### config.mk
export PLATFORM = sky130hd
export DESIGN_NAME = edge_phase_tracker
export DESIGN_NICKNAME = d
export VERILOG_FILES = /design/src/rtl/edge_phase_tracker.sv
export SDC_FILE = /design/constraint.sdc
export NUM_CORES = 1
export LEC_CHECK = 0
export ABC_AREA = 1
export BUFFER_PORTS_ARGS = -buffer_cell sky130_fd_sc_hd__buf_2
export CORE_MARGIN = 1.5
export CORE_UTILIZATION = 54
export DETAILED_ROUTE_END_ITERATION = 10
export GPL_ROUTABILITY_DRIVEN = 0
export PLACE_DENSITY = 0.77
export SLEW_MARGIN = 20
export SYNTH_ARGS = -nofsm -noshare
export SYNTH_HDL_FRONTEND = slang
export SYNTH_SLANG_ARGS = --single-unit
### constraint.sdc
create_clock -name clk -period 2 [get_ports clk]
set_input_delay 0.1 -clock clk [delete_from_list [all_inputs] [get_ports clk]]
set_output_delay 0.1 -clock clk [all_outputs]
set_load 0.05 [all_outputs]
### src/rtl/edge_phase_tracker.sv
// Clock-recovery phase detector: measures where each rxd edge lands against the
// local bit boundary and requests sampler rate corrections.
module edge_phase_tracker #(
    parameter int SAMPLE_FREQ  = 16,
    parameter int MAX_DIFF     = 5,
    parameter int DEADBAND     = 1,
    parameter int HOLDOFF_BITS = 1
) (
    input  logic                           clk,
    input  logic                           reset,
    input  logic                           enb,
    input  logic                           rxd,
    input  logic                           lock_en,
    output logic                           speed_up,
    output logic                           slow_down,
    output logic [4:0]                     diff_amt,
    output logic [$clog2(SAMPLE_FREQ)-1:0] phase_err,
    output logic                           locked
);

    localparam int PW  = $clog2(SAMPLE_FREQ);
    localparam int MW  = PW + 1;
    localparam int WCW = (HOLDOFF_BITS < 1) ? 1 : $clog2(HOLDOFF_BITS + 1);

    typedef enum logic [1:0] {S_IDLE, S_ACQUIRE, S_TRACK, S_HOLD} state_t;

    state_t         state, state_nxt;
    logic [PW-1:0]  ph, ph_nxt, ph_inc;
    logic           rxd_q, rxd_q_nxt;
    logic [WCW-1:0] wrap_cnt, wrap_cnt_nxt;
    logic           speed_up_nxt, slow_down_nxt;
    logic [4:0]     diff_amt_nxt;
    logic [PW-1:0]  phase_err_nxt;
    logic           edge_seen, wrap;
    logic [MW-1:0]  err_mag;
    logic [4:0]     err_clip;

    assign ph_inc    = ph + PW'(1);
    assign edge_seen = enb && (rxd != rxd_q);
    assign wrap      = enb && (ph == PW'(SAMPLE_FREQ - 1));

    // Read as two's complement, the edge phase is already the signed error.
    assign err_mag  = ph_inc[PW-1] ? (MW'(SAMPLE_FREQ) - {1'b0, ph_inc}) : {1'b0, ph_inc};
    assign err_clip = (int'(err_mag) > MAX_DIFF) ? 5'(MAX_DIFF) : 5'(err_mag);

    always_comb begin
        state_nxt     = state;
        ph_nxt        = ph;
        rxd_q_nxt     = enb ? rxd : rxd_q;
        wrap_cnt_nxt  = wrap_cnt;
        speed_up_nxt  = 1'b0;
        slow_down_nxt = 1'b0;
        diff_amt_nxt  = diff_amt;
        phase_err_nxt = phase_err;
        if (!lock_en) begin
            state_nxt     = S_IDLE;
            ph_nxt        = '0;
            wrap_cnt_nxt  = '0;
            diff_amt_nxt  = '0;
            phase_err_nxt = '0;
        end else begin
            case (state)
                S_IDLE: begin
                    ph_nxt    = '0;
                    state_nxt = S_ACQUIRE;
                end
                S_ACQUIRE: begin
                    if (edge_seen) begin
                        ph_nxt    = '0;
                        state_nxt = S_TRACK;
                    end else if (enb) begin
                        ph_nxt = ph_inc;
                    end
                end
                S_TRACK: begin
                    if (enb) ph_nxt = ph_inc;
                    if (edge_seen) begin
                        phase_err_nxt = ph_inc;
                        if (int'(err_mag) > DEADBAND) begin
                            slow_down_nxt = ~ph_inc[PW-1];
                            speed_up_nxt  = ph_inc[PW-1];
                            diff_amt_nxt  = err_clip;
                            wrap_cnt_nxt  = WCW'(HOLDOFF_BITS);
                            state_nxt     = S_HOLD;
                        end
                    end
                end
                S_HOLD: begin
                    if (enb) ph_nxt = ph_inc;
                    if (wrap_cnt == '0) begin
                        state_nxt = S_TRACK;
                    end else if (wrap) begin
                        wrap_cnt_nxt = wrap_cnt - WCW'(1);
                        if (wrap_cnt == WCW'(1)) state_nxt = S_TRACK;
                    end
                end
                default: state_nxt = S_IDLE;
            endcase
        end
    end

    always_ff @(posedge clk or negedge reset) begin
        if (!reset) state <= S_IDLE;
        else        state <= state_nxt;
    end

    always_ff @(posedge clk or negedge reset) begin
        if (!reset) begin
            ph        <= '0;
            rxd_q     <= 1'b1;
            wrap_cnt  <= '0;
            speed_up  <= 1'b0;
            slow_down <= 1'b0;
            diff_amt  <= '0;
            phase_err <= '0;
        end else begin
            ph        <= ph_nxt;
            rxd_q     <= rxd_q_nxt;
            wrap_cnt  <= wrap_cnt_nxt;
            speed_up  <= speed_up_nxt;
            slow_down <= slow_down_nxt;
            diff_amt  <= diff_amt_nxt;
            phase_err <= phase_err_nxt;
        end
    end

    assign locked = (state == S_TRACK) || (state == S_HOLD);

endmodule

; ---- Yosys cells after proc, flatten, opt, wreduce, memory -nomap -nowiden
; Cells that the tools add are included.
[word_totals]
input_bits = 5
output_inout_bits = 12
register_bits = 19
[op_classes]
n_addsub = 3
magnitude_cmp = 2
muxes = 34
bitwise_logic = 1
reduce_logical = 9
n_eq_ne = 13
[op_table]
columns = operator, n
row1 = $mux 5, 6
row2 = $mux 4, 6
row3 = $mux 1, 13
row4 = $mux 2, 6
row5 = $pmux 4 s3, 1
row6 = $ne 3x3->1 const B, 3
row7 = $pmux 2 s4, 1
row8 = $ne 2x1->1 const B, 3
row9 = $reduce_and 3->1, 2
row10 = $gt 5x1->1 const B, 1
row11 = $gt 5x3->1 const B, 1
row12 = $sub 5x4->5 const A, 1
row13 = $add 4x1->4 const B, 1
row14 = $eq 2x2->1 const B, 2
row15 = $eq 4x4->1 const B, 1
row16 = $ne 4x4->1 const B, 1
row17 = $reduce_and 4->1, 1
row18 = $ne 3x1->1 const B, 1
row19 = $eq 2x1->1 const B, 1
row20 = $logic_and 1x1->1, 2
row21 = $logic_not 2->1, 1
row22 = $pmux 1 s2, 1
row23 = $reduce_and 2->1, 1
row24 = $reduce_or 2->1, 1
row25 = other kinds (4), 4

; ---- Depth between registers and ports, before layout
; Gate-level depths: netlist of run 1.
[logic_depth]
ltp_word = 9
depth_mapped = 11

; ---- Worst setup path after synthesis of run 1
; No wires, ideal clock.
[synth_timing]
path_kind = reg-to-reg
from = register ph[1]
to = register diff_amt[2]
stages_incl_launch_ff = 10
required_time_ns = 1.879
path_slack_ns = 0.507
period_less_slack_ns = 1.493
t_arrival_ns = 1.372
setup_time_ns = 0.121
path_cell_list = dfrtp_1 ha_1 inv_1 nand2_1 nor2_1 nand2_2 nand3_2 nand2_2 nand3_1 o21ai_2
[synth_between]
elab_chain_len = 9
[synth_rtl]
columns = item, line_no
row1 = start: declaration, 28  ; logic [PW-1:0] ph, ph_nxt, ph_inc;
row2 = start signal: assignment, 117  ; ph <= ph_nxt;
row3 = $add 4x1->4 *, 38  ; assign ph_inc = ph + PW'(1);
row4 = $sub 5x4->5, 43  ; assign err_mag = ph_inc[PW-1] ? (MW'(SAMPLE_FREQ) - {1'b0, ph_inc}) : {1'b0, ph_inc};
row5 = $mux 5 *, 43
row6 = $gt 5x3->1, 44  ; assign err_clip = (int'(err_mag) > MAX_DIFF) ? 5'(MAX_DIFF) : 5'(err_mag);
row7 = $mux 5, 44
row8 = $mux 5, 79  ; if (int'(err_mag) > DEADBAND) begin
row9 = $mux 5, 77  ; if (edge_seen) begin
row10 = $mux 5, 62  ; case (state)
row11 = $mux 5, 55  ; if (!lock_en) begin
row12 = end signal: assignment, 122  ; diff_amt <= diff_amt_nxt;
row13 = end: declaration, 16  ; output logic [4:0] diff_amt,
; Mark *: on every way between the ends. The rest lies on a longest branch, timed or not. The select of a mux whose other input is x is not followed.
; A chain may end at the register's enable or synchronous reset.

; ---- Final worst setup path of run 1
[layout_timing]
from = register ph[0]
to = register state[1]
[layout_between]
elab_chain_len = 6
[layout_rtl]
columns = item, line_no
row1 = $add 4x1->4, 38
row2 = $sub 5x4->5, 43
row3 = $mux 5, 43
row4 = $gt 5x1->1, 79
row5 = $ne 3x3->1 (no source line), n/a
row6 = $reduce_and 4->1 (no source line) *, n/a
row7 = end signal: assignment, 104  ; else state <= state_nxt;
row8 = end: declaration, 27  ; state_t state, state_nxt;
; Mark *: on every way between the ends. The rest lies on a longest branch, timed or not.

==> key figures, run 1 <==
Power
  – Seq pwr share: 45.3%
  – P_int: 622.4 uW
  – Net Sw Frac: 41.50%
  – Peak VDD IR: 624.6 uV
  – Pleak: 0.6190 nW
  – Comb pwr share: 35.5%
  – Switching pwr: 441.6 uW
  – Cell Pwr Density: 905.6 nW/um^2
  – Clk pwr share: 19.2%

GRT
  – Vias in the first global route: 716
  – Largest net degree at the start of global routing: 20
  – Congestion Overflow GR: 0
  – Tot GR Track Use: 20.73%
  – Antenna violations before repair: 0
  – Global-route wire length before repair: 3146 um

Clock network
  – Worst-skew pair later-pin latency: 320 ps
  – Root buffer cell: clkbuf_4
  – # hold bufs at CTS: 1
  – CTS tree: built
  – Clk slew on worst S/H paths: 120 ps
  – Num Clock Sinks: 19
  – Post-CTS Setup Bufs: 0
  – Clock tree buffer depth: 2
  – CTS H-tree depth: 1
  – CTS Buf Count: 3
  – Cts repair resizes: 0

Synthesis
  – Area contributors post-synth: dfrtp_1 (43%), nand2_1 (10%), inv_1 (6.5%)
  – EDFF count, synth: 0
  – Register area share after synthesis: 45.63%
  – Ys async rst share: 100.0%
  – Syn Inst Count: 132
  – Distinct cells, synth: 26
  – Ys flop type: dfrtp_1
  – Cell taking the most area after synthesis: dfrtp_1
  – Syn_area_per_cell: 7.915 sq um
  – Mapped Nets: 138
  – FF+latch count, synth: 19
  – Yosys top cell area share: 43.11%
  – Synth Warn #: 0
  – Synthesized area: 1045 sq um

Worst setup path
  – Crit-path most repeated cell: nand2_1
  – Slowest cell on crit path: dfrtp_1
  – Required @ worst endpoint: 2210 ps
  – Worst path arrival time: 1950 ps
  – Crit path cell chain: ha_1, inv_1, nand2_1, nor2_1, nand2_2, nand4_2, nand3_1, nand2_1, nand2_1
  – Crit-path max cell delay: 510 ps
  – CP startpoint kind: flip-flop
  – Crit Path Max Fanout: 8
  – Bufs and invs on worst path: 1
  – Crit end category: flip-flop
  – CP Class: flip-flop to flip-flop
  – CP delay by family, top: simple AND/OR/NAND/NOR gates

Placed design
  – Post-DP HPWL: 1487 um
  – Pre-CTS setup slack: 293.8 ps
  – Dpl cells: 170
  – PortBufs: 16

Route
  – Vias: 906
  – Routed WL per cell: 11.61 um
  – Pre-Repair DR Iteration Count: 4
  – Number of routed nets with antenna violations: 0
  – Via density: 5.177
  – Drc violations: 0
  – Iteration-0 DRC count of the detailed router: 16
  – Wirelength, routed: 2032 um

Timing
  – Hold Vio Cnt, Final: 0
  – Worst-Margin Slew: 419.3 ps
  – Final worst setup slack: 253.6 ps
  – Total Neg Setup Slack: 0 ps
  – Rel. slew slack: 72.04%
  – Endpoints failing setup: 0
  – Max Fclk: 572.6 MHz
  – Unrepaired setup endpoints after global routing: no
  – Fin crit period: 1746 ps
  – Period utilisation layout: 87.32%
  – Slew Viols, Final: 0
  – Clock Skews: 12.34 ps

Run
  – Max-Cap Viols: 0

Floorplan
  – CORE AREA: 1764 sq um
  – Num ports: 17
  – Initial Utilization: 59.22%
  – Die Footprint: 2208 sq um
  – Site Rows: 15
  – Die height: 46.99 um
  – Die width: 46.99 um

Layout
  – P&R area growth vs syn: 12.46%
  – Ant diodes: 0
  – Final cell count without fillers: 175
  – Filler Cell Count: 173
  – Final core occ: 66.60%
  – Layout cells sized above 1: 26.00%
  – # nets final: 157

Worst hold path
  – Hold Crit Class: input pin to flip-flop

Run status
  – Status: finished clean
==> logic make-up after synthesis <==
logic type	after synthesis	share of synthesized area [%]
xor gates and xnor gates	2	2.396
DFF	19	45.63
and+or+nand+nor	69	31.50
adders and majority gates	1	1.197
AOI/OAI and AO/OA	17	9.940
buffers and inverters	24	9.341
==> Yosys cell counts, types with 2 or more instances <==
master and count:
nand2_2 8, o21ai_0 5, nand4_1 6, nand3_1 8
inv_1 18, o21ai_1 2, nand3_2 2, nand2_1 28
o22ai_1 3, nor2_1 14, dfrtp_1 18, a21oi_1 2
inv_2 3, a211oi_1 3
==> power by group through the flow <==
| stage | combinational (mW) | clock [mW] | sequential (mW) |
|---|---|---|---|
| final | 0.377 | 0.205 | 0.482 |
| after global routing | 0.419 | 0.225 | 0.488 |
| after CTS | 0.378 | 0.208 | 0.480 |
| after detailed placement | 0.374 | 0 | 0.488 |
| after global placement | 0.369 | 0 | 0.485 |
| after floorplan | 0.294 | 0 | 0.494 |
==> layout make-up <==
| cell class | count | area [sq um] | area share [%] |
|---|---|---|---|
| Clock buffer | 3 | 22.52 | 1.917 |
| Sequential cell | 19 | 476.7 | 40.57 |
| Multi-Input combinational cell | 89 | 470.5 | 40.04 |
| Tap cell | 25 | 31.28 | 2.662 |
| Clock inverter | 1 | 5.005 | 0.4260 |
| Inverter | 21 | 78.83 | 6.709 |
| Timing Repair Buffer | 17 | 90.09 | 7.668 |
==> path summary, 6_finish.rpt <==
kind / from / end / slack (ps) / depth (start not counted)
setup reg to reg: ph[0]$_DFF_PN0_ / state[1]$_DFFE_PN0P_ / 250 / 9
hold reg to reg: wrap_cnt$_DFFE_PN0P_ / wrap_cnt$_DFFE_PN0P_ / 480 / 2
hold / removal: rxd / rxd_q$_DFFE_PN1P_ / 7 / 3
max in group asynchronous: reset / rxd_q$_DFFE_PN1P_ / 1420 / 2
setup / recovery: ph[0]$_DFF_PN0_ / state[1]$_DFFE_PN0P_ / 250 / 9
min in group asynchronous: reset / speed_up$_DFF_PN0_ / 240 / 2
==> stage by stage <==
stage / hold slack (ps) / area, sq um / power (mW)
finish: 7.383 / 1175 / 1.064
global route: 12.99 / 1175 / 1.132
CTS: 12.11 / 1175 / 1.066
detailed placement: 60.98 / 1137 / 0.8617
global placement: 53.26 / 1137 / 0.8541
floorplan: -195.6 / 1045 / 0.7888
==> worst reg2reg max path: stages (launching register included) <==
cell,delay [ps]
dfrtp_1,510
ha_1,390
inv_1,120
nand2_1,60
nor2_1,130
nand2_2,100
nand4_2,150
nand3_1,80
nand2_1,70
nand2_1,50
==> state kept, by name, indices dropped and copies added, names as in the netlist <==
register,flops
diff_amt,5
ph,4
phase_err,4
rxd_q,1
slow_down,1
speed_up,1
state,2
wrap_cnt,1
==> routing by layer <==
metal | track usage, % | up-vias | share of wire, % | wire length (um)
met4 | 11.67 | 0 | 2.5 | 51
li1 | - | 463 | - | -
met2 | 30.14 | 28 | 42 | 863
met5 | 0 | - | 0 | 0
met1 | 29.12 | 409 | 50 | 1023
met3 | 3.462 | 6 | 4.6 | 94
==> cell usage in the layout, fill, tap and decap left out, drive strengths merged <==
cell         instances
nand2               36
inv                 21
dfrtp               18
buf                 16
nor2                15
nand3               10
o21ai                8
nand4                7
a211oi               3
o22ai                3
clkbuf               3
a21oi                3
xnor2                1
xor2                 1
nor3                 1
ha                   1
clkinv               1
dlygate4sd3          1
dfstp                1
No activity file was read; power rests on OpenSTA's default activity.
==> run 2: changes to the inputs <==
- HOLD_SLACK_MARGIN: unset -> 0.03
==> key figures, run 2 (synthesis results as in run 1) <==
Timing
  – Worst-Margin Slew: 419.3 ps (unchanged)
  – Fin crit period: 1746 ps (unchanged)
  – Slew Viols, Final: 0 (unchanged)
  – Period utilisation layout: 87.32% (unchanged)
  – Clock Skews: 12.34 ps (unchanged)
  – Endpoints failing setup: 0 (unchanged)
  – Unrepaired setup endpoints after global routing: no
  – Min Hold Slack: 44.91 ps (+37.53 ps)
  – Hold Vio Cnt, Final: 0 (unchanged)
  – Rel. slew slack: 72.04% (unchanged)
  – Total Neg Setup Slack: 0 ps (unchanged)
  – Max Fclk: 572.6 MHz (unchanged)
  – Final worst setup slack: 253.6 ps (unchanged)

Layout
  – Finished Cell Area: 1185 sq um (+0.85%)
  – P&R area growth vs syn: 13.41%
  – Final cell count without fillers: 176 (+0.57%)
  – Final core occ: 67.16% (+0.57 points)
  – Most frequent cells in the layout: nand2_1 (28), inv_1 (18), dfrtp_1 (18)
  – # nets final: 158 (+0.64%)
  – Filler Cell Count: 172 (-0.58%)
  – Ant diodes: 0 (unchanged)
  – Largest registers: diff_amt: 5 flops, ph: 4 flops, phase_err: 4 flops
  – Max FFs per register: 5 (unchanged)
  – Layout cells sized above 1: 25.83% (-0.17 points)
  – Largest Register: diff_amt
  – Commonest non-fill, non-tap cell in the layout: nand2_1

Floorplan
  – Num ports: 17 (unchanged)
  – CORE AREA: 1764 sq um (unchanged)
  – Die width: 46.99 um (unchanged)
  – Initial Utilization: 59.22% (unchanged)
  – Site Rows: 15 (unchanged)
  – Die Footprint: 2208 sq um (unchanged)
  – Die height: 46.99 um (unchanged)

Route
  – Routed WL per cell: 11.59 um (-0.23%)
  – Wirelength, routed: 2039 um (+0.34%)
  – Number of routed nets with antenna violations: 0 (unchanged)
  – Drc violations: 0 (unchanged)
  – Vias: 910 (+0.44%)
  – Via density: 5.170 (-0.13%)
  – Iteration-0 DRC count of the detailed router: 16 (unchanged)
  – Pre-Repair DR Iteration Count: 4 (unchanged)

GRT
  – Tot GR Track Use: 20.89% (+0.16 points)
  – Congestion Overflow GR: 0 (unchanged)
  – Vias in the first global route: 728 (+1.7%)
  – Antenna violations before repair: 0 (unchanged)
  – Global-route wire length before repair: 3174 um (+0.89%)
  – Largest net degree at the start of global routing: 20 (unchanged)

Worst setup path
  – CP startpoint kind: flip-flop
  – Crit end category: flip-flop
  – Crit Path Max Fanout: 8 (unchanged)
  – Flop-to-flop setup slack: 250 ps (about the same)
  – Required @ worst endpoint: 2210 ps (about the same)
  – CP Class: flip-flop to flip-flop
  – Worst path arrival time: 1950 ps (about the same)

Run status
  – Status: finished clean

Placed design
  – Post-DP HPWL: 1487 um (unchanged)
  – Dpl cells: 170 (unchanged)
  – Pre-CTS setup slack: 293.8 ps (unchanged)
  – Placed cell area: 1137 sq um (unchanged)
  – PortBufs: 16 (unchanged)

Clock network
  – Num Clock Sinks: 19 (unchanged)
  – Clk slew on worst S/H paths: 120 ps (about the same)
  – Root buffer cell: clkbuf_4
  – CTS tree: built
  – Post-CTS Setup Bufs: 0 (unchanged)
  – Clock tree buffer depth: 2 (unchanged)
  – CTS H-tree depth: 1 (unchanged)
  – CTS Buf Count: 3 (unchanged)
  – Worst-skew pair later-pin latency: 320 ps (about the same)

Power
  – Cell Pwr Density: 899.2 nW/um^2 (-0.71%)
  – Power Total: 1.065 mW (+0.14%)
  – Peak VDD IR: 624.6 uV (about the same)
  – Pleak: 0.6232 nW (+0.67%)

Run
  – Max-Cap Viols: 0 (unchanged)

Worst hold path
  – Hold Crit Class: input pin to flip-flop
-- run 2: cell count changes in the layout (fill, tap and decap cells not counted) --
cell | previous run | this run
dlygate4sd3_1 | 1 | 2
-- run 2: area by class of cell --
| class | count | area, sq um | share of cell area [%] |
|---|---|---|---|
| Clock buffer | 3 | 22.52 | 1.901 |
| Clock inverter | 1 | 5.005 | 0.4224 |
| Inverter | 21 | 78.83 | 6.653 |
| Multi-Input combinational cell | 89 | 470.5 | 39.70 |
| Sequential cell | 19 | 476.7 | 40.23 |
| Tap cell | 25 | 31.28 | 2.640 |
| Timing Repair Buffer | 18 | 100.1 | 8.448 |
-- run 2: path summary, 6_finish.rpt --
| check | start | end | cells after the start |
|---|---|---|---|
| worst min register to register | wrap_cnt$_DFFE_PN0P_ | wrap_cnt$_DFFE_PN0P_ | 2 |
| worst min-delay path | enb | rxd_q$_DFFE_PN1P_ | 3 |
| worst max-delay path | ph[0]$_DFF_PN0_ | state[1]$_DFFE_PN0P_ | 9 |
| worst max register to register | ph[0]$_DFF_PN0_ | state[1]$_DFFE_PN0P_ | 9 |
| min in group asynchronous | reset | speed_up$_DFF_PN0_ | 2 |
| max in group asynchronous | reset | rxd_q$_DFFE_PN1P_ | 2 |
-- run 2: layer usage --
metal / wire [um] / track usage [%] / vias up
met3: 93 / 3.462 / 6
met5: 0 / 0 / -
li1: - / - / 465
met1: 1027 / 29.12 / 411
met2: 866 / 30.68 / 28
met4: 51 / 11.67 / 0
-- run 2: critical path, cell delays in order (launching register included) --
cell and delay [ps]:
dfrtp_1 510, ha_1 390, inv_1 120, nand2_1 60
nor2_1 130, nand2_2 100, nand4_2 140, nand3_1 80
nand2_1 70, nand2_1 50
-- run 2: power by group --
part	switching, mW	internal [mW]	total (mW)
registers	0.0505	0.431	0.482
clock network	0.130	0.0749	0.205
logic	0.261	0.117	0.379
total	0.442	0.624	1.07
-- run 2: repair_timing --
| action | in CTS | in global routing |
|---|---|---|
| hold buffers | 2 | 0 |
| endpoints found under the hold margin | 19 | 0 |
| gates resized for setup | 0 | 0 |
